==> src/rtl/peri_write_buffer.sv <==
// Posted-write FIFO between the core's peripheral write strobe and a ready/valid consumer.
// First-word-fall-through head, with drop accounting when writes arrive while full.
module peri_write_buffer #(
  parameter int unsigned DEPTH = 8,
  parameter int unsigned AW    = 16,
  parameter int unsigned DW    = 16
) (
  input  logic                     clk,
  input  logic                     rst,
  input  logic                     peri_web,
  input  logic [AW-1:0]            peri_addr,
  input  logic [DW-1:0]            peri_datao,
  output logic                     out_valid,
  input  logic                     out_ready,
  output logic [AW-1:0]            out_addr,
  output logic [DW-1:0]            out_data,
  output logic [$clog2(DEPTH):0]   count,
  output logic                     full,
  output logic                     overflow,
  output logic [7:0]               drop_cnt,
  input  logic                     clr_ovf
);

  localparam int unsigned PW = $clog2(DEPTH);
  localparam int unsigned CW = PW + 1;
  localparam logic [CW-1:0] DepthCnt = CW'(DEPTH);

  logic [AW-1:0] addr_mem [DEPTH];
  logic [DW-1:0] data_mem [DEPTH];

  logic [PW-1:0] wr_ptr_q, wr_ptr_d;
  logic [PW-1:0] rd_ptr_q, rd_ptr_d;
  logic [CW-1:0] count_q, count_d;
  logic          ovf_q, ovf_d;
  logic [7:0]    drop_cnt_q, drop_cnt_d;
  logic [AW-1:0] last_addr_q, last_addr_d;
  logic [DW-1:0] last_data_q, last_data_d;

  logic push_req, push_acc, pop, drop;
  logic [AW-1:0] head_addr;
  logic [DW-1:0] head_data;

  assign head_addr = addr_mem[rd_ptr_q];
  assign head_data = data_mem[rd_ptr_q];

  always_comb begin
    out_valid = (count_q != '0);
    full      = (count_q == DepthCnt);
    push_req  = ~peri_web;
    pop       = out_valid & out_ready;
    // A full FIFO still takes a write when the head leaves in the same cycle.
    push_acc  = push_req & (~full | pop);
    drop      = push_req & ~push_acc;
  end

  always_comb begin
    wr_ptr_d = wr_ptr_q;
    rd_ptr_d = rd_ptr_q;
    count_d  = count_q;
    if (push_acc) wr_ptr_d = wr_ptr_q + PW'(1);
    if (pop)      rd_ptr_d = rd_ptr_q + PW'(1);
    unique case ({push_acc, pop})
      2'b10:   count_d = count_q + CW'(1);
      2'b01:   count_d = count_q - CW'(1);
      default: count_d = count_q;
    endcase
  end

  // Clear applies first so a same-cycle drop is still recorded.
  always_comb begin
    ovf_d      = ovf_q;
    drop_cnt_d = drop_cnt_q;
    if (clr_ovf) begin
      ovf_d      = 1'b0;
      drop_cnt_d = 8'd0;
    end
    if (drop) begin
      ovf_d = 1'b1;
      if (drop_cnt_d != 8'hFF) drop_cnt_d = drop_cnt_d + 8'd1;
    end
  end

  // Outputs track the head while valid and freeze on the last shown entry once empty.
  always_comb begin
    last_addr_d = last_addr_q;
    last_data_d = last_data_q;
    if (out_valid) begin
      last_addr_d = head_addr;
      last_data_d = head_data;
    end
  end

  assign out_addr = out_valid ? head_addr : last_addr_q;
  assign out_data = out_valid ? head_data : last_data_q;
  assign count    = count_q;
  assign overflow = ovf_q;
  assign drop_cnt = drop_cnt_q;

  always_ff @(posedge clk or posedge rst) begin
    if (rst) begin
      wr_ptr_q    <= '0;
      rd_ptr_q    <= '0;
      count_q     <= '0;
      ovf_q       <= 1'b0;
      drop_cnt_q  <= 8'd0;
      last_addr_q <= '0;
      last_data_q <= '0;
    end else begin
      wr_ptr_q    <= wr_ptr_d;
      rd_ptr_q    <= rd_ptr_d;
      count_q     <= count_d;
      ovf_q       <= ovf_d;
      drop_cnt_q  <= drop_cnt_d;
      last_addr_q <= last_addr_d;
      last_data_q <= last_data_d;
    end
  end

  always_ff @(posedge clk) begin
    if (push_acc) begin
      addr_mem[wr_ptr_q] <= peri_addr;
      data_mem[wr_ptr_q] <= peri_datao;
    end
  end

endmodule
==> config.mk <==
export PLATFORM = sky130hd
export DESIGN_NAME = peri_write_buffer
export DESIGN_NICKNAME = d
export VERILOG_FILES = /design/src/rtl/peri_write_buffer.sv
export SDC_FILE = /design/constraint.sdc
export NUM_CORES = 1
export LEC_CHECK = 0
export ABC_CLOCK_PERIOD_IN_PS = 5050
export CAP_MARGIN = 20
export CORE_UTILIZATION = 41
export DETAILED_ROUTE_END_ITERATION = 12
export PLACE_DENSITY = 0.61
export SKIP_CTS_REPAIR_TIMING = 1
export SLEW_MARGIN = 0
export SYNTH_ARGS = -nofsm -noshare
export SYNTH_HDL_FRONTEND = slang
export SYNTH_SLANG_ARGS = --single-unit
==> constraint.sdc <==
create_clock -name clk -period 5.05 [get_ports clk]
set_clock_uncertainty 0.1 [all_clocks]
set_input_delay 1.01 -clock clk [delete_from_list [all_inputs] [get_ports clk]]
set_output_delay 1.01 -clock clk [all_outputs]
set_load 0.05 [all_outputs]
==> impl_metrics.tcl <==
set metrics [dict create \
    end_kind "output port" \
    root_buffer "clkbuf_16" \
    worst_slack_ps 452 \
    r2r_slack_ps 1620 \
    dpl.hpwl_um 14200 \
    num-nets-final 744 \
    die_w_um 172 \
    required_ps 3940 \
    min_path_type "flip-flop to flip-flop" \
    syn_inst 590 \
    port_buffers 83 \
    route.detailed.drc 0 \
    syn_area_um2 11800 \
    wl_per_cell_um 21.4 \
    fin_crit_ps 4600 \
    vias 5818 \
    yosys_warnings 0 \
    dieArea_um2 29500 \
    cts_tree "done" \
    antenna_found_initial 1 \
    holdPathEnd "last_data_q[5]$_DFF_PP0_" \
    synth_area_leader_cell "edfxtp_1" \
    synth-seq-cells 307 \
    yosys-top-cells-area "edfxtp_1 (65%), mux4_2 (12%), dfrtp_1 (11%), mux2i_1 (3.0%), o21ai_0 (1.5%)" \
    fp-row-count 61 \
    drt_iter0_drc 370 \
    leakage_uw 0.00486 \
    yosysMostFrequentCell "edfxtp_1" \
    grt_pass1_wl_um 36900 \
    cts.path.max_buffers 3 \
    clk_latency_ps 560 \
    drv_cap 0 \
    ys.flop_type "edfxtp_1" \
    wl_met2_um 11900 \
    whs_path_depth 2 \
    ios 84 \
    rsz0062_at_grt "false" \
    wl_met3_um 1040 \
    holdCritStartpoint "last_data_q[5]$_DFF_PP0_" \
    cp.arrival_ps 3490 \
    final_area_um2 14300 \
    top_layer "met5" \
    area_growth_pct 21.5 \
    status "finished clean" \
    fin_crit_sh 0.911 \
    drtAntennaViolNets 0 \
    cp_top_family "buffers and inverters" \
    ys_types 43 \
    worst_slew_pin_slew_ps 778 \
    critPathLaunchType "flip-flop" \
    placed_cell_area_um2 13200 \
    critPathLaunch "rd_ptr_q[1]$_DFFE_PP0N_" \
    fin_tns_setup_ps 0 \
    wirelength_um 23700 \
    cts_sinks 307 \
    place_congestion 0.707 \
    finalHoldViolations 0 \
    grt_usage 0.168 \
    worst-path-buf-inv 2 \
    slew-limit-headroom 0.481 \
    setup_viol 0 \
    clkSlewWorstSetupHoldPaths_ps 60 \
    slowest_delay_ps 890 \
    maxSlewViolCount 0 \
    worstRegToRegCells 10 \
    synth-edff-count 256 \
    slowest_stage "clkdlybuf4s50_1" \
    worstPathMaxFanout 27 \
    wl_met1_um 10200 \
    max-vdd-ir-drop_mv 0.370 \
    drive_above_1_share 0.225 \
    yosys-top-cells-count "edfxtp_1 (256), mux4_2 (64), dfrtp_1 (51)" \
    h-tree-depth 1 \
    antenna-diode-count 0 \
    grt_pass1_vias 6246 \
    path_cells "buf_4 > mux4_2 > mux2i_1 > o21ai_0 > clkdlybuf4s50_1" \
    reg2reg_to "count[3]$_DFFE_PP0P_" \
    routed_via_density 5.27 \
    initial_core_util 0.421 \
    syn-num-nets 633 \
    reg2reg_from "count[0]$_DFFE_PP0P_" \
    avgSynthCellArea_um2 20.0 \
    path_class "flip-flop to output port" \
    first_pass_iters 6 \
    place_ws_ps 998 \
    die_y_um 172 \
    seq_area_frac_synth 0.760 \
    synthArstFlopShare 0.166 \
    gr-total-overflow 0 \
    power_density_nw_per_um2 653 \
    max_freq_mhz 217 \
    cts_buffers 31 \
    grt_max_degree 45 \
    yosys.area.top_type_share 0.651 \
    core_area_um2 28000 \
]
power breakdown:
part / internal (uW) / leakage (uW) / switching (uW) / total (uW)
Combinational: 1340 / 0.00138 / 2090 / 3430
Clock: 1440 / 0.000539 / 942 / 2380
Sequential: 3250 / 0.00294 / 320 / 3570
Total: 6020 / 0.00486 / 3350 / 9370
metal layers:
metal,track usage,vias to the layer above
li1,-,2593
met1,0.224,3054
met2,0.287,127
met3,0.0278,42
met4,0.0427,2
met5,0,-
cells by family after synthesis:
| family | count (synthesis) | synth area share |
|---|---|---|
| AO/OA/AOI/OAI | 48 | 0.0226 |
| XOR/XNOR | 10 | 0.00742 |
| adder cells (fa/ha/maj) | 6 | 0.00700 |
| buffers and inverters | 33 | 0.0120 |
| flip-flops | 307 | 0.760 |
| multiplexers | 102 | 0.155 |
| AND/OR/NAND/NOR | 84 | 0.0367 |
worst min-delay path, cell delays in order, from the launching register on:
cell and delay [ps]:
dfrtp_1 320, nand2_1 40, o21ai_0 80
flip-flops by register name, summed over array words and instances (netlist names):
register	count
addr_mem	128
count	4
data_mem	128
drop_cnt	8
last_addr_q	16
last_data_q	16
overflow	1
rd_ptr_q	3
wr_ptr_q	3
worst max-delay path by stage:
| stage | endpoint | slack, ps | depth (start not counted) |
|---|---|---|---|
| after floorplan | addr_mem[4][0]$_DFFE_PP_ | 710 | 4 |
| after global placement | out_addr[10] | 1070 | 5 |
| after detailed placement | out_data[11] | 1000 | 5 |
| after CTS | out_data[11] | 400 | 5 |
| after global routing | out_addr[10] | 310 | 6 |
| final | out_data[11] | 450 | 5 |
stage by stage:
stage / power [uW] / instances / hold WS [ps] / utilization
after global placement: 7030 / 1046 / 371 / 0.473
after detailed placement: 7100 / 1046 / 379 / 0.473
after global routing: 9760 / 1104 / 438 / 0.512
final: 9370 / 1104 / 387 / 0.512
after CTS: 9480 / 1104 / 393 / 0.512
after floorplan: 5910 / 590 / 441 / -
layout make-up:
cell class              count  area [um^2]
clock buffers              46          976
inverters                   6         22.5
repair buffers            105         1020
well taps                 378          473
fillers                  2226        13700
flip-flops and latches    307         8970
clock inverters            12          118
multi-input cells         250         2760
layout by cell type (no fill, tap or decap), types with 5 or more instances in the layout:
master	count
edfxtp_1	256
clkdlybuf4s50_1	83
mux4_2	64
dfrtp_1	48
nand2_1	40
mux2i_1	35
o21ai_0	35
clkbuf_16	34
buf_4	20
xnor2_1	8
clkbuf_8	8
nor2b_1	6
nand2b_1	6
nor3_2	6
clkinv_2	6
nor2_4	5
inv_1	5
ha_1	5
No activity file was read; power rests on OpenSTA's default activity.
